`src/rtl/mac_pkg.sv`:
```
// rtl/mac_pkg.sv - shared MAC state encoding and default datapath widths/latency
package mac_pkg;

  localparam int unsigned MAC_CNT_W    = 8;
  localparam int unsigned MAC_PIPE_LAT = 2;

  typedef enum logic [2:0] {
    IDLE,
    CLEAR,
    STREAM,
    DRAIN,
    DONE
  } mac_state_e;

endpackage

```
`src/rtl/mac_vld_delay.sv`:
```
// rtl/mac_vld_delay.sv - DEPTH-stage 1-bit valid delay line with synchronous clear
module mac_vld_delay
  import mac_pkg::*;
#(
  parameter int unsigned DEPTH = MAC_PIPE_LAT
) (
  input  logic clk,
  input  logic rst_n,
  input  logic clr_i,
  input  logic vld_i,
  output logic vld_o
);

  logic [DEPTH-1:0] sr_q;
  logic [DEPTH-1:0] sr_d;

  // Shift form stays legal for DEPTH == 1.
  assign sr_d  = (sr_q << 1) | DEPTH'(vld_i);
  assign vld_o = sr_q[DEPTH-1];

  always_ff @(posedge clk) begin
    if (!rst_n || clr_i) begin
      sr_q <= '0;
    end else begin
      sr_q <= sr_d;
    end
  end

endmodule

```
`src/rtl/mac_tap_sequencer.sv`:
```
// rtl/mac_tap_sequencer.sv - counted N-tap MAC pass controller; MAC_SEQ_TIMEOUT_EN adds stall abort
module mac_tap_sequencer
  import mac_pkg::*;
#(
  parameter int unsigned CNT_W    = MAC_CNT_W,
  parameter int unsigned PIPE_LAT = MAC_PIPE_LAT,
  parameter int unsigned TIMEOUT  = 255
) (
  input  logic             clk,
  input  logic             rst_n,
  input  logic             start,
  input  logic [CNT_W-1:0] num_taps,
  input  logic             sig_empty,
  input  logic             coef_empty,
  output logic             pop_signal,
  output logic             pop_coeff,
  output logic             acc_clr,
  output logic             acc_en,
  output logic             result_valid,
  output logic             busy,
  output logic [CNT_W-1:0] taps_done,
  output logic             err_timeout
);

  localparam int unsigned DRN_W = (PIPE_LAT > 1) ? $clog2(PIPE_LAT) : 1;
  localparam int unsigned STL_W = $clog2(TIMEOUT + 1);

  mac_state_e       state_q;
  logic [CNT_W-1:0] num_q;
  logic [CNT_W-1:0] taps_q;
  logic [CNT_W-1:0] taps_d;
  logic [DRN_W-1:0] drn_q;
  logic             pop;
  logic             last_pop;
  logic             abort;

  // Full-width compare: num_taps = all-ones must finish without the counter wrapping.
  assign pop      = (state_q == STREAM) && !sig_empty && !coef_empty && (taps_q < num_q);
  assign taps_d   = taps_q + CNT_W'(1);
  assign last_pop = pop && (taps_d == num_q);

`ifdef MAC_SEQ_TIMEOUT_EN
  logic [STL_W-1:0] stall_q;
  logic             err_q;

  assign abort       = (state_q == STREAM) && !pop && (stall_q == STL_W'(TIMEOUT - 1));
  assign err_timeout = err_q;

  always_ff @(posedge clk) begin
    if (!rst_n) begin
      stall_q <= '0;
      err_q   <= 1'b0;
    end else begin
      if (state_q == IDLE && start) begin
        err_q <= 1'b0;
      end else if (abort) begin
        err_q <= 1'b1;
      end
      if (state_q != STREAM || pop) begin
        stall_q <= '0;
      end else if (!abort) begin
        stall_q <= stall_q + STL_W'(1);
      end
    end
  end
`else
  logic [STL_W-1:0] unused_stall;

  assign unused_stall = '0;
  assign abort        = 1'b0;
  assign err_timeout  = 1'b0;
`endif

  always_ff @(posedge clk) begin
    if (!rst_n) begin
      state_q <= IDLE;
      num_q   <= '0;
      taps_q  <= '0;
      drn_q   <= '0;
    end else begin
      case (state_q)
        IDLE: begin
          if (start) begin
            num_q   <= num_taps;
            taps_q  <= '0;
            state_q <= CLEAR;
          end
        end
        CLEAR: begin
          drn_q   <= '0;
          state_q <= (num_q != '0) ? STREAM : DONE;
        end
        STREAM: begin
          if (pop) begin
            taps_q <= taps_d;
          end
          if (last_pop) begin
            state_q <= DRAIN;
          end else if (abort) begin
            state_q <= IDLE;
          end
        end
        DRAIN: begin
          if (drn_q == DRN_W'(PIPE_LAT - 1)) begin
            state_q <= DONE;
          end else begin
            drn_q <= drn_q + DRN_W'(1);
          end
        end
        DONE:    state_q <= IDLE;
        default: state_q <= IDLE;
      endcase
    end
  end

  assign pop_signal   = pop;
  assign pop_coeff    = pop;
  assign acc_clr      = (state_q == CLEAR);
  assign result_valid = (state_q == DONE);
  assign busy         = (state_q != IDLE);
  assign taps_done    = taps_q;

  // Enables already in flight keep flowing through DRAIN; only an abort drops them.
  mac_vld_delay #(
    .DEPTH (PIPE_LAT)
  ) u_vld_delay (
    .clk   (clk),
    .rst_n (rst_n),
    .clr_i (abort),
    .vld_i (pop),
    .vld_o (acc_en)
  );

endmodule

```
`config.mk`:
```
export PLATFORM = sky130hd
export DESIGN_NAME = mac_tap_sequencer
export DESIGN_NICKNAME = d
export VERILOG_FILES = /design/src/rtl/mac_pkg.sv /design/src/rtl/mac_vld_delay.sv /design/src/rtl/mac_tap_sequencer.sv
export SDC_FILE = /design/constraint.sdc
export NUM_CORES = 1
export LEC_CHECK = 0
export BUFFER_PORTS_ARGS = -buffer_cell sky130_fd_sc_hd__buf_2
export CORE_MARGIN = 4
export CORE_UTILIZATION = 59
export CTS_BUF_LIST = sky130_fd_sc_hd__clkbuf_8 sky130_fd_sc_hd__clkbuf_16
export CTS_CLUSTER_DIAMETER = 50
export DETAILED_ROUTE_END_ITERATION = 10
export PLACE_DENSITY = 0.84
export SLEW_MARGIN = 20
export SYNTH_ARGS = -nofsm -noshare
export SYNTH_HDL_FRONTEND = slang
export SYNTH_HIERARCHICAL = 1
export SYNTH_SLANG_ARGS = --single-unit
```
`constraint.sdc`:
```
create_clock -name clk -period 5.1 [get_ports clk]
set_clock_uncertainty 0.15 [all_clocks]
set_input_delay 0.255 -clock clk [delete_from_list [all_inputs] [get_ports clk]]
set_output_delay 0.255 -clock clk [all_outputs]
set_load 0.05 [all_outputs]
```
==> results.txt, run 1 <==
----------------------------------------------------
[Placement]
  Placed wire-length estimate after detailed placement ... 2.38 mm
  Number of buffers inserted by port buffering ... 26
  Final weighted congestion in routability-driven placement ... 0.901
  Placed cell areas ... 1590 µm²

[GRT]
  Global Route Usage Sum ... 20.6%
  Global-route wire length before repair ... 5.43 mm
  Largest net degree at the start of global routing ... 24
  Global-route congestion overflow total ... 0
  Via count of the first global-routing pass ... 1,261
  Number of antenna violations at the first check in global routing ... 0

[Worst setup path]
  Sort of element at the start of the critical path ... flip-flop
  Setup slack on the worst flop-to-flop path ... 2.89 ns
  Cell family with the largest share of critical-path delay ... compound AO/OA/AOI/OAI gates
  Startpoint-to-endpoint class of the critical path ... flip-flop to output pin
  Levels on crit path ... 6
  Critical-path maximum fanout ... 9
  Number of cells on the worst reg-to-reg path ... 6
  WP buf/inv ... 2
  Worst endpoint required time ... 4.70 ns
  Ordered list of cells on the worst path ... ha_1 > a211o_1 > o2111ai_4 > nand3_4 > inv_1 > buf_2
  Delay of the slowest critical-path stage ... 0.48 ns
  Critical Path Sink Type ... output pin
  CP Data Arrival Time ... 2.23 ns
  Crit path max-delay cell type ... sky130_fd_sc_hd__dfxtp_1

[Timing]
  Final setup fails ... 0
  RSZ-0062 raised after global routing ... no
  Total negative slack for setup checks ... 0 ns
  Number of slew-limit violations in the final report ... 0
  Period Utilization, post-route ... 51.6%
  Final Hold Viols ... 0
  Min cycle time layout ... 2.63 ns
  Achievable frequency ... 380 MHz

[Finish]
  Layout overhead on the synthesized area ... 12.4%
  Post-route standard cell area excluding fillers ... 1640 µm²
  Share of post-route cells with drive strength above 1 ... 21.1%
  Number of inserted diodes ... 0
  Final cell utilization of the core ... 72.1%
  Fill count ... 180
  # nets final ... 222

[Floorplan]
  Core region area ... 2280 µm²
  Die area ... 3330 µm²
  Row Count ... 17
  Starting Density ... 64.2%
  Vert. Die Dim ... 57.7 µm
  X dimension of the die ... 57.7 µm
  Top-Level Pins ... 28

[Routing]
  Remaining DRCs ... 0
  DRC violation total after the first TritonRoute iteration ... 43
  Post-detailed-route wirelength per cell ... 13.7 µm
  Final wirelength ... 3.12 mm
  Vias after detailed routing ... 1,315
  Routed vias/inst ... 5.79
  First-pass iteration count of the detailed router ... 4
  Final ANT Viol Nets ... 0

[Logic synthesis]
  EDFF count, synth ... 0
  Yosys warning count ... 6
  Part of the Yosys area used for sequential elements ... 30.2%
  Synth unique cells ... 38
  Post-synth top cells ... sky130_fd_sc_hd__nand2_1, sky130_fd_sc_hd__dfxtp_1, sky130_fd_sc_hd__nor2_1, sky130_fd_sc_hd__inv_1, sky130_fd_sc_hd__a21boi_0
  Top area cells in the synthesized netlist ... sky130_fd_sc_hd__dfxtp_1, sky130_fd_sc_hd__nand2_1, sky130_fd_sc_hd__ha_1
  Top cell type by total area after synthesis ... sky130_fd_sc_hd__dfxtp_1
  Most instantiated flip-flop cell in the synthesis netlist ... sky130_fd_sc_hd__dfxtp_1
  Top-count cell post-synth ... sky130_fd_sc_hd__nand2_1
  Proportion of synthesized flip-flops having asynchronous set or reset ... 0%
  Flip-flop and latch count after synthesis ... 22
  Synth Area per Inst ... 8.30 µm²
  Yosys top cell area share ... 30.2%
  Synth Cell Area ... 1460 µm²
  Mapped Cells ... 176

[Clocking]
  Longest Clk Path Bufs ... 2
  CTS Buf Count ... 3
  Htree depth ... 1
  Post-CTS Hold Buffers ... 0
  Clock tree from TritonCTS ... built
  Clock slew seen by the registers of the worst setup and hold paths ... 0.08 ns
  Root cell of the clock tree ... sky130_fd_sc_hd__clkbuf_8
  Clock insertion delay at the later pin of the skew report ... 0.26 ns
  Post CTS Setup Buffer Count ... 0
  Number of gates resized after CTS ... 0
  Clock sinks ... 22

[Power and ir drop]
  Worst vdd rail ir drop ... 0.000279 V
  Power density cells ... 263 nW/µm²
  Leakage power of the design ... 0.000690 µW

[Hold path]
  Tightest Hold Check Type ... primary input to flip-flop
  Worst hold path stage count ... 3

[Run status]
  Outcome ... finished clean

[Job]
  Count of max-cap constraint violations ... 0

----------------------------------------------------
-- layout make-up --
class	count	area [µm²]	share of cell area [%]
multi-input combinational	136	940	57.2
sequential	22	440	26.8
timing repair buffer	26	130	7.93
clock buffer	4	55.1	3.35
inverter	11	41.3	2.52
tap	28	35.0	2.13
-- state kept, by name, indices dropped and copies added, names as in the netlist --
name              flops
drn_q                 1
num_q                 8
state_q               3
taps_done             8
u_vld_delay/sr_q      2
-- placed cells by master (no fill, tap or decap), types with 2 or more instances in the layout --
| cell type | netlist | final |
|---|---|---|
| sky130_fd_sc_hd__nand2_1 | 32 | 32 |
| sky130_fd_sc_hd__buf_2 | 3 | 26 |
| sky130_fd_sc_hd__dfxtp_1 | 22 | 22 |
| sky130_fd_sc_hd__nor2_1 | 13 | 13 |
| sky130_fd_sc_hd__inv_1 | 11 | 11 |
| sky130_fd_sc_hd__a21boi_0 | 10 | 10 |
| sky130_fd_sc_hd__ha_1 | 9 | 9 |
| sky130_fd_sc_hd__o21ai_0 | 7 | 7 |
| sky130_fd_sc_hd__a21oi_1 | 7 | 7 |
| sky130_fd_sc_hd__o221a_2 | 7 | 7 |
| sky130_fd_sc_hd__xnor2_1 | 6 | 6 |
| sky130_fd_sc_hd__nor3_1 | 5 | 5 |
| sky130_fd_sc_hd__nand4_1 | 5 | 5 |
| sky130_fd_sc_hd__clkbuf_8 | 0 | 4 |
| sky130_fd_sc_hd__nand2b_1 | 3 | 3 |
| sky130_fd_sc_hd__and2_1 | 3 | 3 |
| sky130_fd_sc_hd__and3b_1 | 3 | 3 |
| sky130_fd_sc_hd__xor2_1 | 3 | 3 |
| sky130_fd_sc_hd__conb_1 | 1 | 3 |
| sky130_fd_sc_hd__nand3_1 | 2 | 2 |
| sky130_fd_sc_hd__nor2b_1 | 2 | 2 |
| sky130_fd_sc_hd__nor3b_1 | 2 | 2 |
-- per-layer routing --
metal  wire [µm]  vias up  global-route usage, %
met2        1510       52                   36.1
met5           0        -                      0
met3         228        4                   5.12
met1        1350      601                   24.2
met4          27        0                   7.28
li1            -      658                      -
-- power breakdown --
group	switching, µW	total, µW	internal [µW]
combinational	72.6	113	40.4
clock	55.9	125	68.9
sequential	12.6	193	181
-- logic make-up after synthesis --
group,share of synthesized area (%)
muxes,0.686
buffers and inverters,6.00
adders and majority gates,7.71
other,0.257
and+or+nand+nor,25.5
DFF,30.2
xor gates and xnor gates,5.40
AOI/OAI and AO/OA,24.3
-- worst min-delay path: stages --
cell and delay [ns]:
sky130_fd_sc_hd__buf_2 0.09, sky130_fd_sc_hd__nand2_1 0.04, sky130_fd_sc_hd__a21boi_0 0.06
-- path summary, 6_finish.rpt --
check / startpoint / end
max reg2reg: taps_done[5]$_SDFFE_PN0P_ / state_q[0]$_SDFFE_PN0P_
min: num_taps[2] / num_q[2]$_SDFFE_PN0P_
min reg2reg: drn_q$_SDFFE_PN0P_ / drn_q$_SDFFE_PN0P_
max: taps_done[5]$_SDFFE_PN0P_ / pop_signal
-- through the flow --
| step | total power, µW | setup slack, ns | hold WS (ns) | std cells |
|---|---|---|---|---|
| floorplan | 287 | 2.24 | 0.250 | 178 |
| global placement | 307 | 2.81 | 0.303 | 223 |
| detailed placement | 310 | 2.76 | 0.317 | 223 |
| CTS | 434 | 2.46 | 0.0785 | 227 |
| global route | 455 | 2.30 | 0.0838 | 227 |
| finish | 431 | 2.47 | 0.0815 | 227 |
Power figures use the tool's default switching activity.
==> inputs of run 2 (changes only) <==
- CORE_UTILIZATION: 59 -> 49
- PLACE_DENSITY: 0.84 -> 0.75
- clock period: 5.1 -> 2.3 ns (I/O delays scaled with it)
==> results.txt, run 2 (same netlist as run 1, synthesis figures left out) <==
----------------------------------------------------
[Floorplan]
  Row Count ... 19 (+2)
  Vert. Die Dim ... 62.6 µm (+8.4%)
  X dimension of the die ... 62.6 µm (+8.4%)
  Starting Density ... 52.1% (-12 points)
  Die area ... 3920 µm² (+17%)
  Top-Level Pins ... 28 (unchanged)
  Core region area ... 2810 µm² (+23%)

[Power and ir drop]
  Power density cells ... 562 nW/µm² (+110%)
  Total internal power ... 703 µW (+140%)
  Switch share ... 32.6% (-0.16 points)
  Switching power summed over all nets ... 340 µW (+140%)
  Leakage power of the design ... 0.000770 µW (+12%)
  Relative contribution of sequential cells to total power ... 41.0% (-3.8 points)
  Portion of total power attributed to the clock network ... 31.3% (+2.3 points)
  Comb power frac ... 27.8% (+1.6 points)
  Total Power ... 1040 µW (+140%)
  Worst vdd rail ir drop ... 0.000341 V (+22%)

[Routing]
  Vias after detailed routing ... 1,405 (+6.8%)
  DRC violation total after the first TritonRoute iteration ... 78 (+81%)
  Final ANT Viol Nets ... 0 (unchanged)
  Final wirelength ... 3.63 mm (+16%)
  First-pass iteration count of the detailed router ... 4 (unchanged)
  Post-detailed-route wirelength per cell ... 14.7 µm (+6.8%)
  Routed vias/inst ... 5.69 (-1.8%)
  Remaining DRCs ... 0 (unchanged)

[GRT]
  Layer carrying the most global-route usage ... met2
  Grt met1 use ... 24.0% (-0.18 points)
  Global Route Usage Sum ... 19.5% (-1.2 points)
  Number of antenna violations at the first check in global routing ... 0 (unchanged)
  Met2 Track Usage GR ... 32.4% (-3.8 points)
  Via count of the first global-routing pass ... 1,332 (+5.6%)
  Global-route congestion overflow total ... 0 (unchanged)
  Met3 GRT Util ... 2.88% (-2.2 points)
  Largest net degree at the start of global routing ... 24 (unchanged)
  Global-route wire length before repair ... 6.18 mm (+14%)

[Placement]
  Number of buffers inserted by port buffering ... 26 (unchanged)
  Placed wire-length estimate after detailed placement ... 2.60 mm (+9.5%)
  Final weighted congestion in routability-driven placement ... 0.877 (-2.7%)

[Clocking]
  Clock insertion delay at the later pin of the skew report ... 0.27 ns (about the same)
  Clock slew seen by the registers of the worst setup and hold paths ... 0.09 ns (about the same)
  Root cell of the clock tree ... sky130_fd_sc_hd__clkbuf_8
  Clock tree from TritonCTS ... built
  Clock sinks ... 22 (unchanged)
  CTS Buf Count ... 3 (unchanged)
  Htree depth ... 1 (unchanged)
  Longest Clk Path Bufs ... 2 (unchanged)

[Timing]
  Min cycle time layout ... 2.21 ns
  Achievable frequency ... 453 MHz
  RSZ-0062 raised after global routing ... no
  Final setup fails ... 0 (unchanged)
  Period Utilization, post-route ... 96.0%
  Total negative slack for setup checks ... 0 ns (unchanged)
  Number of slew-limit violations in the final report ... 0 (unchanged)
  Final Hold Viols ... 0 (unchanged)

[Finish]
  Number of inserted diodes ... 0 (unchanged)
  Area used by sequential logic in the layout ... 453 µm² (+2.8%)
  Most common cell after layout, fill and taps aside ... sky130_fd_sc_hd__nand2_1
  # nets final ... 239 (+7.7%)
  Fill count ... 238 (+32%)
  Share of post-route cells with drive strength above 1 ... 28.7% (+7.6 points)
  Total area of multi-input combinational cells ... 955 µm² (+1.6%)
  Layout overhead on the synthesized area ... 27.1%
  Most used cells in the layout excluding fill and tap cells ... sky130_fd_sc_hd__nand2_1, sky130_fd_sc_hd__buf_2, sky130_fd_sc_hd__dfxtp_1

[Hold path]
  Min-Delay Startpoint ... start
  Tightest Hold Check Type ... primary input to flip-flop

[Worst setup path]
  Critical-path maximum fanout ... 8 (-1)
  Cell family with the largest share of critical-path delay ... compound AO/OA/AOI/OAI gates
  Worst endpoint required time ... 2.04 ns (-2.66 ns)
  WP buf/inv ... 2 (unchanged)
  Startpoint of the worst-slack reg-to-reg timing path ... taps_done[5]$_SDFFE_PN0P_
  Setup slack on the worst flop-to-flop path ... 0.10 ns (-2.79 ns)
  Startpoint-to-endpoint class of the critical path ... flip-flop to output pin
  CP Data Arrival Time ... 1.94 ns (-0.29 ns)
  Sort of element at the start of the critical path ... flip-flop
  Delay of the slowest critical-path stage ... 0.38 ns (-0.10 ns)
  Startpoint of the most critical setup path ... taps_done[5]$_SDFFE_PN0P_
  Critical Path Sink Type ... output pin
  Crit path max-delay cell type ... sky130_fd_sc_hd__dfxtp_4
  Ordered list of cells on the worst path ... ha_1 > a211o_1 > o2111ai_4 > nand3_4 > clkinvlp_4 > buf_8

[Job]
  Count of max-cap constraint violations ... 0 (unchanged)

[Run status]
  Outcome ... finished clean

----------------------------------------------------
[run 2: path summary, 6_finish.rpt]
kind,endpoint,depth (start not counted)
min,state_q[1]$_SDFFE_PN0P_,2
min reg2reg,drn_q$_SDFFE_PN0P_,2
max,pop_signal,6
max reg2reg,state_q[0]$_SDFFE_PN0P_,7
[run 2: power groups by stage]
stage / registers (µW) / clock network, µW / logic [µW]
after floorplan: 426 / 0 / 209
after global placement: 433 / 0 / 249
after detailed placement: 435 / 0 / 258
after CTS: 425 / 331 / 275
after global routing: 431 / 350 / 320
final: 427 / 326 / 290
[run 2: routing by layer]
layer,share of wire (%),wire [µm]
met5,0,0
met4,3.6,129
met3,4.9,179
met2,48,1750
met1,43,1570
[run 2: final cells by class]
| class | count | area share [%] |
|---|---|---|
| Clock buffer | 4 | 3.57 |
| Inverter | 11 | 2.43 |
| Multi-Input combinational cell | 136 | 51.4 |
| Sequential cell | 22 | 24.4 |
| Tap cell | 31 | 2.09 |
| Timing Repair Buffer | 43 | 16.0 |
[run 2: worst register-to-register path, stage by stage, from the launching register on]
cell and delay [ns]:
sky130_fd_sc_hd__dfxtp_4 0.38, sky130_fd_sc_hd__ha_1 0.31, sky130_fd_sc_hd__a211o_1 0.30, sky130_fd_sc_hd__o2111ai_4 0.24, sky130_fd_sc_hd__nand3_4 0.13, sky130_fd_sc_hd__buf_4 0.20, sky130_fd_sc_hd__nor4_4 0.27, sky130_fd_sc_hd__a31o_1 0.17
[run 2: timing repair]
action | in CTS | in global routing
hold buffers | 8 | 0
hold endpoints to repair | 8 | 0
pin swaps | 1 | 3
setup endpoints to repair | 2 | 9
setup buffers | 3 | 2
resized for setup | 2 | 10
[run 2: per-stage QoR]
stage / std cells / hold WS [ns] / worst slack (ns) / cell area [µm²] / util, %
final: 247 / 0.0423 / 0.0930 / 1860 / 66.1
after global routing: 247 / 0.0442 / 0.00867 / 1860 / 66.1
after CTS: 245 / 0.0371 / -0.0279 / 1810 / 64.4
after detailed placement: 230 / 0.224 / 0.0794 / 1630 / 58.2
after global placement: 230 / 0.216 / 0.172 / 1630 / 58.2
after floorplan: 178 / 0.110 / 0.0210 / 1480 / -
